File: src/rtl/dct_sched_pkg.sv
// Shared definitions for the dct_vecrot_sched frame scheduler:
// FSM state encoding, legal frame-size bounds and the frame-size check.
package dct_sched_pkg;

  typedef enum logic [1:0] {
    ST_IDLE      = 2'd0,
    ST_XFER      = 2'd1,
    ST_FLUSH     = 2'd2,
    ST_WAIT_DONE = 2'd3
  } sched_state_e;

  localparam logic [11:0] FFTPTS_MIN = 12'd8;
  localparam logic [11:0] FFTPTS_MAX = 12'd2048;

  // A frame size is usable by the rotation stage only if it is a power of two
  // inside [FFTPTS_MIN, FFTPTS_MAX]; zero is excluded by the lower bound.
  function automatic logic fftpts_legal(input logic [11:0] n);
    logic pow2;
    pow2 = ((n & (n - 12'd1)) == 12'd0);
    return pow2 && (n >= FFTPTS_MIN) && (n <= FFTPTS_MAX);
  endfunction

endpackage

File: src/rtl/dct_sched_rr_arb.sv
// Two-way round-robin arbiter used by dct_vecrot_sched to pick which
// upstream stream gets the next whole frame.
module dct_sched_rr_arb (
  input  logic [1:0] req,
  input  logic       last_grant,
  output logic       gnt_valid,
  output logic       gnt_id
);

  // Lone requester always wins; on a tie the one not served last wins.
  always_comb begin
    gnt_valid = 1'b0;
    gnt_id    = 1'b0;
    case (req)
      2'b01: begin
        gnt_valid = 1'b1;
        gnt_id    = 1'b0;
      end
      2'b10: begin
        gnt_valid = 1'b1;
        gnt_id    = 1'b1;
      end
      2'b11: begin
        gnt_valid = 1'b1;
        gnt_id    = ~last_grant;
      end
      default: begin
        gnt_valid = 1'b0;
        gnt_id    = 1'b0;
      end
    endcase
  end

endmodule

File: src/rtl/dct_vecrot_sched.sv
// Frame scheduler in front of dct_vecRot_ram: grants one whole frame at a
// time to one of two upstream streams (round robin), latches and validates
// the frame size, enforces frame length, counts completed frames and keeps
// sticky error flags.
// Optional feature: define DCT_SCHED_TIMEOUT_EN to add a WAIT_DONE watchdog.
module dct_vecrot_sched #(
  parameter int wDataIn     = 28,
  parameter int TIMEOUT_CYC = 4096
) (
  input  logic               clk,
  input  logic               rst_n_sync,
  input  logic               req0_valid,
  output logic               req0_ready,
  input  logic               req0_sop,
  input  logic               req0_eop,
  input  logic [wDataIn-1:0] req0_real,
  input  logic [wDataIn-1:0] req0_imag,
  input  logic [11:0]        req0_fftpts,
  input  logic               req1_valid,
  output logic               req1_ready,
  input  logic               req1_sop,
  input  logic               req1_eop,
  input  logic [wDataIn-1:0] req1_real,
  input  logic [wDataIn-1:0] req1_imag,
  input  logic [11:0]        req1_fftpts,
  output logic               dn_valid,
  output logic               dn_sop,
  output logic               dn_eop,
  input  logic               dn_ready,
  output logic [wDataIn-1:0] dn_real,
  output logic [wDataIn-1:0] dn_imag,
  output logic [11:0]        dn_fftpts,
  input  logic               done_eop,
  output logic               grant_id,
  output logic               busy,
  output logic [15:0]        frame_cnt0,
  output logic [15:0]        frame_cnt1,
  output logic               err_fftpts,
  output logic               err_len,
  output logic               err_timeout
);

  import dct_sched_pkg::*;

  sched_state_e state_q, state_d;
  logic         grant_id_q, grant_id_d;
  logic         last_grant_q, last_grant_d;
  logic [11:0]  dn_fftpts_q, dn_fftpts_d;
  logic [11:0]  beat_q, beat_d;
  logic         bad_fft_q, bad_fft_d;     // FLUSH entered because of an illegal size
  logic [15:0]  frame_cnt0_q, frame_cnt0_d;
  logic [15:0]  frame_cnt1_q, frame_cnt1_d;
  logic         err_fftpts_q, err_fftpts_d;
  logic         err_len_q, err_len_d;

  logic               sel_valid;
  logic               sel_eop;
  logic [wDataIn-1:0] sel_real;
  logic [wDataIn-1:0] sel_imag;
  logic [11:0]        cand_fftpts;
  logic               gnt_valid;
  logic               gnt_id;
  logic               beat_first;
  logic               beat_last;
  logic               xfer_hs;

`ifdef DCT_SCHED_TIMEOUT_EN
  localparam int                WD_W    = $clog2(TIMEOUT_CYC) + 1;
  localparam logic [WD_W-1:0]   WD_LAST = WD_W'(TIMEOUT_CYC - 1);
  logic [WD_W-1:0] wd_q, wd_d;
  logic            err_timeout_q, err_timeout_d;
`endif

  dct_sched_rr_arb u_arb (
    .req        ({req1_valid & req1_sop, req0_valid & req0_sop}),
    .last_grant (last_grant_q),
    .gnt_valid  (gnt_valid),
    .gnt_id     (gnt_id)
  );

  // Route the granted requester's stream and the candidate frame size.
  always_comb begin
    if (grant_id_q) begin
      sel_valid = req1_valid;
      sel_eop   = req1_eop;
      sel_real  = req1_real;
      sel_imag  = req1_imag;
    end else begin
      sel_valid = req0_valid;
      sel_eop   = req0_eop;
      sel_real  = req0_real;
      sel_imag  = req0_imag;
    end
    if (gnt_id) begin
      cand_fftpts = req1_fftpts;
    end else begin
      cand_fftpts = req0_fftpts;
    end
  end

  assign beat_first = (beat_q == 12'd0);
  assign beat_last  = (beat_q == (dn_fftpts_q - 12'd1));
  assign xfer_hs    = (state_q == ST_XFER) && sel_valid && dn_ready;

  // Per-state handshake and downstream drive; data passes through with no latency in XFER.
  always_comb begin
    req0_ready = 1'b0;
    req1_ready = 1'b0;
    dn_valid   = 1'b0;
    dn_sop     = 1'b0;
    dn_eop     = 1'b0;
    dn_real    = '0;
    dn_imag    = '0;
    case (state_q)
      ST_IDLE: begin
        // Stray mid-frame beats are swallowed; SOP beats are held until granted.
        req0_ready = rst_n_sync & req0_valid & ~req0_sop;
        req1_ready = rst_n_sync & req1_valid & ~req1_sop;
      end
      ST_XFER: begin
        dn_valid = sel_valid;
        dn_sop   = sel_valid & beat_first;
        dn_eop   = sel_valid & (sel_eop | beat_last);
        dn_real  = sel_real;
        dn_imag  = sel_imag;
        if (grant_id_q) begin
          req1_ready = dn_ready;
        end else begin
          req0_ready = dn_ready;
        end
      end
      ST_FLUSH: begin
        if (grant_id_q) begin
          req1_ready = 1'b1;
        end else begin
          req0_ready = 1'b1;
        end
      end
      ST_WAIT_DONE: begin
        req0_ready = 1'b0;
        req1_ready = 1'b0;
      end
      default: begin
        req0_ready = 1'b0;
        req1_ready = 1'b0;
      end
    endcase
  end

  // Next-state, frame bookkeeping and sticky error logic.
  always_comb begin
    state_d      = state_q;
    grant_id_d   = grant_id_q;
    last_grant_d = last_grant_q;
    dn_fftpts_d  = dn_fftpts_q;
    beat_d       = beat_q;
    bad_fft_d    = bad_fft_q;
    frame_cnt0_d = frame_cnt0_q;
    frame_cnt1_d = frame_cnt1_q;
    err_fftpts_d = err_fftpts_q;
    err_len_d    = err_len_q;
`ifdef DCT_SCHED_TIMEOUT_EN
    err_timeout_d = err_timeout_q;
`endif
    case (state_q)
      ST_IDLE: begin
        if (gnt_valid) begin
          grant_id_d = gnt_id;
          beat_d     = 12'd0;
          if (fftpts_legal(cand_fftpts)) begin
            dn_fftpts_d = cand_fftpts;
            bad_fft_d   = 1'b0;
            state_d     = ST_XFER;
          end else begin
            // Keep the previous size on dn_fftpts; the bad frame is drained.
            err_fftpts_d = 1'b1;
            bad_fft_d    = 1'b1;
            state_d      = ST_FLUSH;
          end
        end else begin
          state_d = ST_IDLE;
        end
      end
      ST_XFER: begin
        if (xfer_hs) begin
          beat_d = beat_q + 12'd1;
          if (sel_eop) begin
            if (!beat_last) begin
              err_len_d = 1'b1;
            end else begin
              err_len_d = err_len_q;
            end
            state_d = ST_WAIT_DONE;
          end else if (beat_last) begin
            // Frame hit its declared length without EOP: cut it and drain the rest.
            err_len_d = 1'b1;
            bad_fft_d = 1'b0;
            state_d   = ST_FLUSH;
          end else begin
            state_d = ST_XFER;
          end
        end else begin
          state_d = ST_XFER;
        end
      end
      ST_FLUSH: begin
        if (sel_valid && sel_eop) begin
          if (bad_fft_q) begin
            // Nothing reached the stage; rotate priority so the other side is not starved.
            last_grant_d = grant_id_q;
            state_d      = ST_IDLE;
          end else begin
            state_d = ST_WAIT_DONE;
          end
        end else begin
          state_d = ST_FLUSH;
        end
      end
      ST_WAIT_DONE: begin
        if (done_eop) begin
          if (grant_id_q) begin
            frame_cnt1_d = frame_cnt1_q + 16'd1;
          end else begin
            frame_cnt0_d = frame_cnt0_q + 16'd1;
          end
          last_grant_d = grant_id_q;
          state_d      = ST_IDLE;
`ifdef DCT_SCHED_TIMEOUT_EN
        end else if (wd_q == WD_LAST) begin
          err_timeout_d = 1'b1;
          last_grant_d  = grant_id_q;
          state_d       = ST_IDLE;
`endif
        end else begin
          state_d = ST_WAIT_DONE;
        end
      end
      default: begin
        state_d = ST_IDLE;
      end
    endcase
  end

`ifdef DCT_SCHED_TIMEOUT_EN
  // Watchdog counts consecutive WAIT_DONE cycles and restarts on any exit.
  always_comb begin
    if ((state_q == ST_WAIT_DONE) && (state_d == ST_WAIT_DONE)) begin
      wd_d = wd_q + {{(WD_W-1){1'b0}}, 1'b1};
    end else begin
      wd_d = '0;
    end
  end
`endif

  // All control state, including the watchdog when present, in one register bank.
  always_ff @(posedge clk or negedge rst_n_sync) begin
    if (!rst_n_sync) begin
      state_q      <= ST_IDLE;
      grant_id_q   <= 1'b0;
      last_grant_q <= 1'b1;
      dn_fftpts_q  <= 12'd0;
      beat_q       <= 12'd0;
      bad_fft_q    <= 1'b0;
      frame_cnt0_q <= 16'd0;
      frame_cnt1_q <= 16'd0;
      err_fftpts_q <= 1'b0;
      err_len_q    <= 1'b0;
`ifdef DCT_SCHED_TIMEOUT_EN
      wd_q          <= '0;
      err_timeout_q <= 1'b0;
`endif
    end else begin
      state_q      <= state_d;
      grant_id_q   <= grant_id_d;
      last_grant_q <= last_grant_d;
      dn_fftpts_q  <= dn_fftpts_d;
      beat_q       <= beat_d;
      bad_fft_q    <= bad_fft_d;
      frame_cnt0_q <= frame_cnt0_d;
      frame_cnt1_q <= frame_cnt1_d;
      err_fftpts_q <= err_fftpts_d;
      err_len_q    <= err_len_d;
`ifdef DCT_SCHED_TIMEOUT_EN
      wd_q          <= wd_d;
      err_timeout_q <= err_timeout_d;
`endif
    end
  end

  assign grant_id   = grant_id_q;
  assign busy       = (state_q != ST_IDLE);
  assign dn_fftpts  = dn_fftpts_q;
  assign frame_cnt0 = frame_cnt0_q;
  assign frame_cnt1 = frame_cnt1_q;
  assign err_fftpts = err_fftpts_q;
  assign err_len    = err_len_q;

`ifdef DCT_SCHED_TIMEOUT_EN
  assign err_timeout = err_timeout_q;
`else
  // Without the watchdog WAIT_DONE never gives up, so this flag can never fire.
  assign err_timeout = (TIMEOUT_CYC < 0);
`endif

endmodule
File: config.mk
export PLATFORM = sky130hd
export DESIGN_NAME = dct_vecrot_sched
export DESIGN_NICKNAME = d
export VERILOG_FILES = /design/src/rtl/dct_sched_pkg.sv /design/src/rtl/dct_sched_rr_arb.sv /design/src/rtl/dct_vecrot_sched.sv
export SDC_FILE = /design/constraint.sdc
export NUM_CORES = 1
export LEC_CHECK = 0
export ABC_AREA = 0
export BUFFER_PORTS_ARGS = -buffer_cell sky130_fd_sc_hd__buf_2
export CORE_MARGIN = 5
export CORE_UTILIZATION = 49
export DETAILED_ROUTE_END_ITERATION = 10
export PLACE_DENSITY = 0.88
export SLEW_MARGIN = 10
export SYNTH_ARGS = -nofsm -noshare
export SYNTH_HDL_FRONTEND = slang
export SYNTH_SLANG_ARGS = --single-unit
File: constraint.sdc
create_clock -name clk -period 4.6 [get_ports clk]
set_clock_uncertainty 0.2 [all_clocks]
set_input_delay 0.23 -clock clk [delete_from_list [all_inputs] [get_ports clk]]
set_output_delay 0.23 -clock clk [all_outputs]
set_load 0.005 [all_outputs]
==> impl_metrics.json <==
{
  "outcome": "finished, final reports clean",
  "synth_top_area_frac": 0.343,
  "die_x_um": 106,
  "slew_viol_final": 0,
  "totalWireLength_um": 15800,
  "place_congestion": 0.913,
  "synth_edf_count": 0,
  "ctsResizeCount": 0,
  "routed-via-count": 4855,
  "hold_buffers": 1,
  "pin_count": 256,
  "start_util": 0.497,
  "fin_crit_ns": 3.58,
  "finalHoldViolCount": 0,
  "synth-compound-area-share": 0.0851,
  "grt_pass1_vias": 4739,
  "synth_top_family_by_area": "simple AND/OR/NAND/NOR gates",
  "p_sw_uw": 797,
  "synth.area.top_cells": "dfrtp_1, mux2i_1, xnor2_1, nor2_1, nand2_1",
  "grt_pass1_wl_um": 24300,
  "numPortBuffers": 254,
  "ys_seq_area_frac": 0.348,
  "synth_top_area_cell": "dfrtp_1",
  "ys_types": 62,
  "maxCapViolations": 0,
  "hp-class": "input pin to flip-flop",
  "cts_tree": "yes",
  "path_class": "flip-flop to primary output",
  "layout-drive-gt1-share": 0.389,
  "wl_per_cell_um": 18.1,
  "cts_buffer_depth": 2,
  "dpl-instance-area_mm2": 0.00584,
  "yosys-top-cells-count": "nor2_1, dfrtp_1, mux2i_1, nand2_1, xnor2_1",
  "fin_nets": 904,
  "cp-start-kind": "flip-flop",
  "dpl.hpwl_um": 12800,
  "post-synth-top-count-cell": "nor2_1",
  "clkSlewWorstSetupHoldPaths_ns": 0.07,
  "synth-simple-area-share": 0.235,
  "syn_area_mm2": 0.00453,
  "synth_fp_nets": 663,
  "area_growth_pct": 33.1,
  "peakVddDrop_mv": 0.261,
  "setup_tns_ns": 0,
  "grt_max_degree": 66,
  "tightest_slew_ns": 1.03,
  "synth_fa_ha_area_frac": 0.0193,
  "synth-main-ff-cell": "dfrtp_1",
  "post-route-period-util": 0.779,
  "final_cell_area_mm2": 0.00603,
  "swShare": 0.392,
  "drc": 0,
  "synth-xor-area-share": 0.114,
  "rsz0062_at_grt": "false",
  "core.rowCount": 35,
  "antenna_left": 0,
  "yosys_warnings": 0,
  "cts_setup_buffers": 0,
  "clkPwrFrac": 0.208,
  "postSynthCellCount": 510,
  "power_frac_comb": 0.397,
  "synth_mux_area_frac": 0.164,
  "die_height_um": 106,
  "core_area_mm2": 0.00911,
  "end_kind": "primary output",
  "grtUsageTotal": 0.272,
  "root_buffer": "clkbuf_8",
  "cts_num_sinks": 63,
  "leakage_nw": 3.24,
  "cp.arrival_ns": 3.15,
  "critPathMaxFanout": 7,
  "power_frac_seq": 0.395,
  "die-area_mm2": 0.0113,
  "antenna_found_initial": 1,
  "drtIter0Drc": 274,
  "critPathRequiredTime_ns": 4.17,
  "htreeDepth": 3,
  "max_freq_ghz": 0.279,
  "drtPass1Iterations": 5,
  "grt_overflow": 0,
  "ys_ff_latch": 63,
  "hold_ws_ns": 0.0591,
  "numCtsBuffers": 9,
  "worstSkewPairLatency_ns": 0.35,
  "setup_viol": 0,
  "synth.avg_cell_area_um2": 8.88,
  "vias_per_cell": 5.59,
  "max_slew_margin": 0.310,
  "power.density_mw_per_mm2": 337,
  "synthArstFlopShare": 1.00,
  "power.internal_mw": 1.24
}
[path summary, 6_finish.rpt]
kind                         startpoint           end  slack (ns)  cells after the start
setup / recovery           dn_fftpts[2]        dn_eop        1.02                      9
hold / removal                 dn_ready    state_q[1]        0.06                      3
setup reg to reg           last_grant_q  dn_fftpts[4]        1.32                      6
hold reg to reg                 err_len       err_len        0.26                      1
max in group asynchronous    rst_n_sync      grant_id        3.20                      3
min in group asynchronous    rst_n_sync    beat_q[11]        0.39                      3
[metal layers]
| layer | wire length (µm) | track usage | vias to the layer above |
|---|---|---|---|
| li1 | - | - | 2281 |
| met1 | 5860 | 0.328 | 2317 |
| met2 | 8220 | 0.472 | 222 |
| met3 | 1200 | 0.0504 | 35 |
| met4 | 472 | 0.119 | 0 |
| met5 | 0 | 0 | - |
[logic make-up (layout without fill, tap and decap cells)]
kind of cell,count (synthesis),after routing
flip-flops,63,63
adder cells (fa/ha/maj),7,7
XOR/XNOR,59,59
buffers and inverters,36,282
multiplexers,71,71
AND/OR/NAND/NOR,221,221
other,1,2
AO/OA/AOI/OAI,52,52
[cell type report]
cell class	instances	area, µm²
Clock inverter	5	33.8
Timing Repair Buffer	256	1290
Fill cell	772	3080
Sequential cell	63	1580
Antenna cell	1	2.50
Clock buffer	11	141
Tap cell	111	139
Inverter	10	37.5
Multi-Input combinational cell	411	2800
[through the flow]
step | std cells | total power, mW | worst slack (ns) | util
after floorplan | 510 | 1.26 | 1.96 | -
final | 868 | 2.03 | 1.02 | 0.662
after global routing | 868 | 2.17 | 0.651 | 0.662
after global placement | 850 | 1.59 | 1.36 | 0.641
after detailed placement | 850 | 1.61 | 1.30 | 0.641
after CTS | 867 | 2.04 | 1.04 | 0.662
[critical path: stages (launching register included)]
cell and delay (ns):
dfrtp_1 0.45, nor4_1 0.81, nand4b_1 0.24, xnor2_1 0.21, o21ai_0 0.19, nor2_1 0.17
nand2_1 0.07, ha_1 0.21, nor3_1 0.27, buf_2 0.19
[cells in the final DEF (no fill, tap or decap), types with 4 or more instances in the layout]
cell and n:
dfrtp_1 61, nor4_1 8, nor3_1 6, inv_1 10, mux2_2 6, ha_1 7
buf_2 254, o21ai_0 13, clkbuf_8 10, nand2_1 45, xor2_1 19, mux2i_1 60
mux2_4 5, nand4_1 14, xnor2_1 40, nand3_1 19, and4_1 4, and3_1 6
nor2_1 91
[flip-flops by register name (all words and copies together), names as in the netlist]
register / flops
frame_cnt0: 16
grant_id: 1
err_len: 1
frame_cnt1: 16
beat_q: 12
dn_fftpts: 12
last_grant_q: 1
bad_fft_q: 1
state_q: 2
err_fftpts: 1
[power by group through the flow]
stage | sequential [mW] | clock, mW | combinational [mW]
2_1_floorplan | 0.674 | 0 | 0.589
3_3_place_gp | 0.803 | 0 | 0.784
3_5_place_dp | 0.811 | 0 | 0.802
4_1_cts | 0.802 | 0.432 | 0.809
5_1_grt | 0.821 | 0.455 | 0.892
6_report | 0.803 | 0.423 | 0.807
No activity file was read; power rests on OpenSTA's default activity.
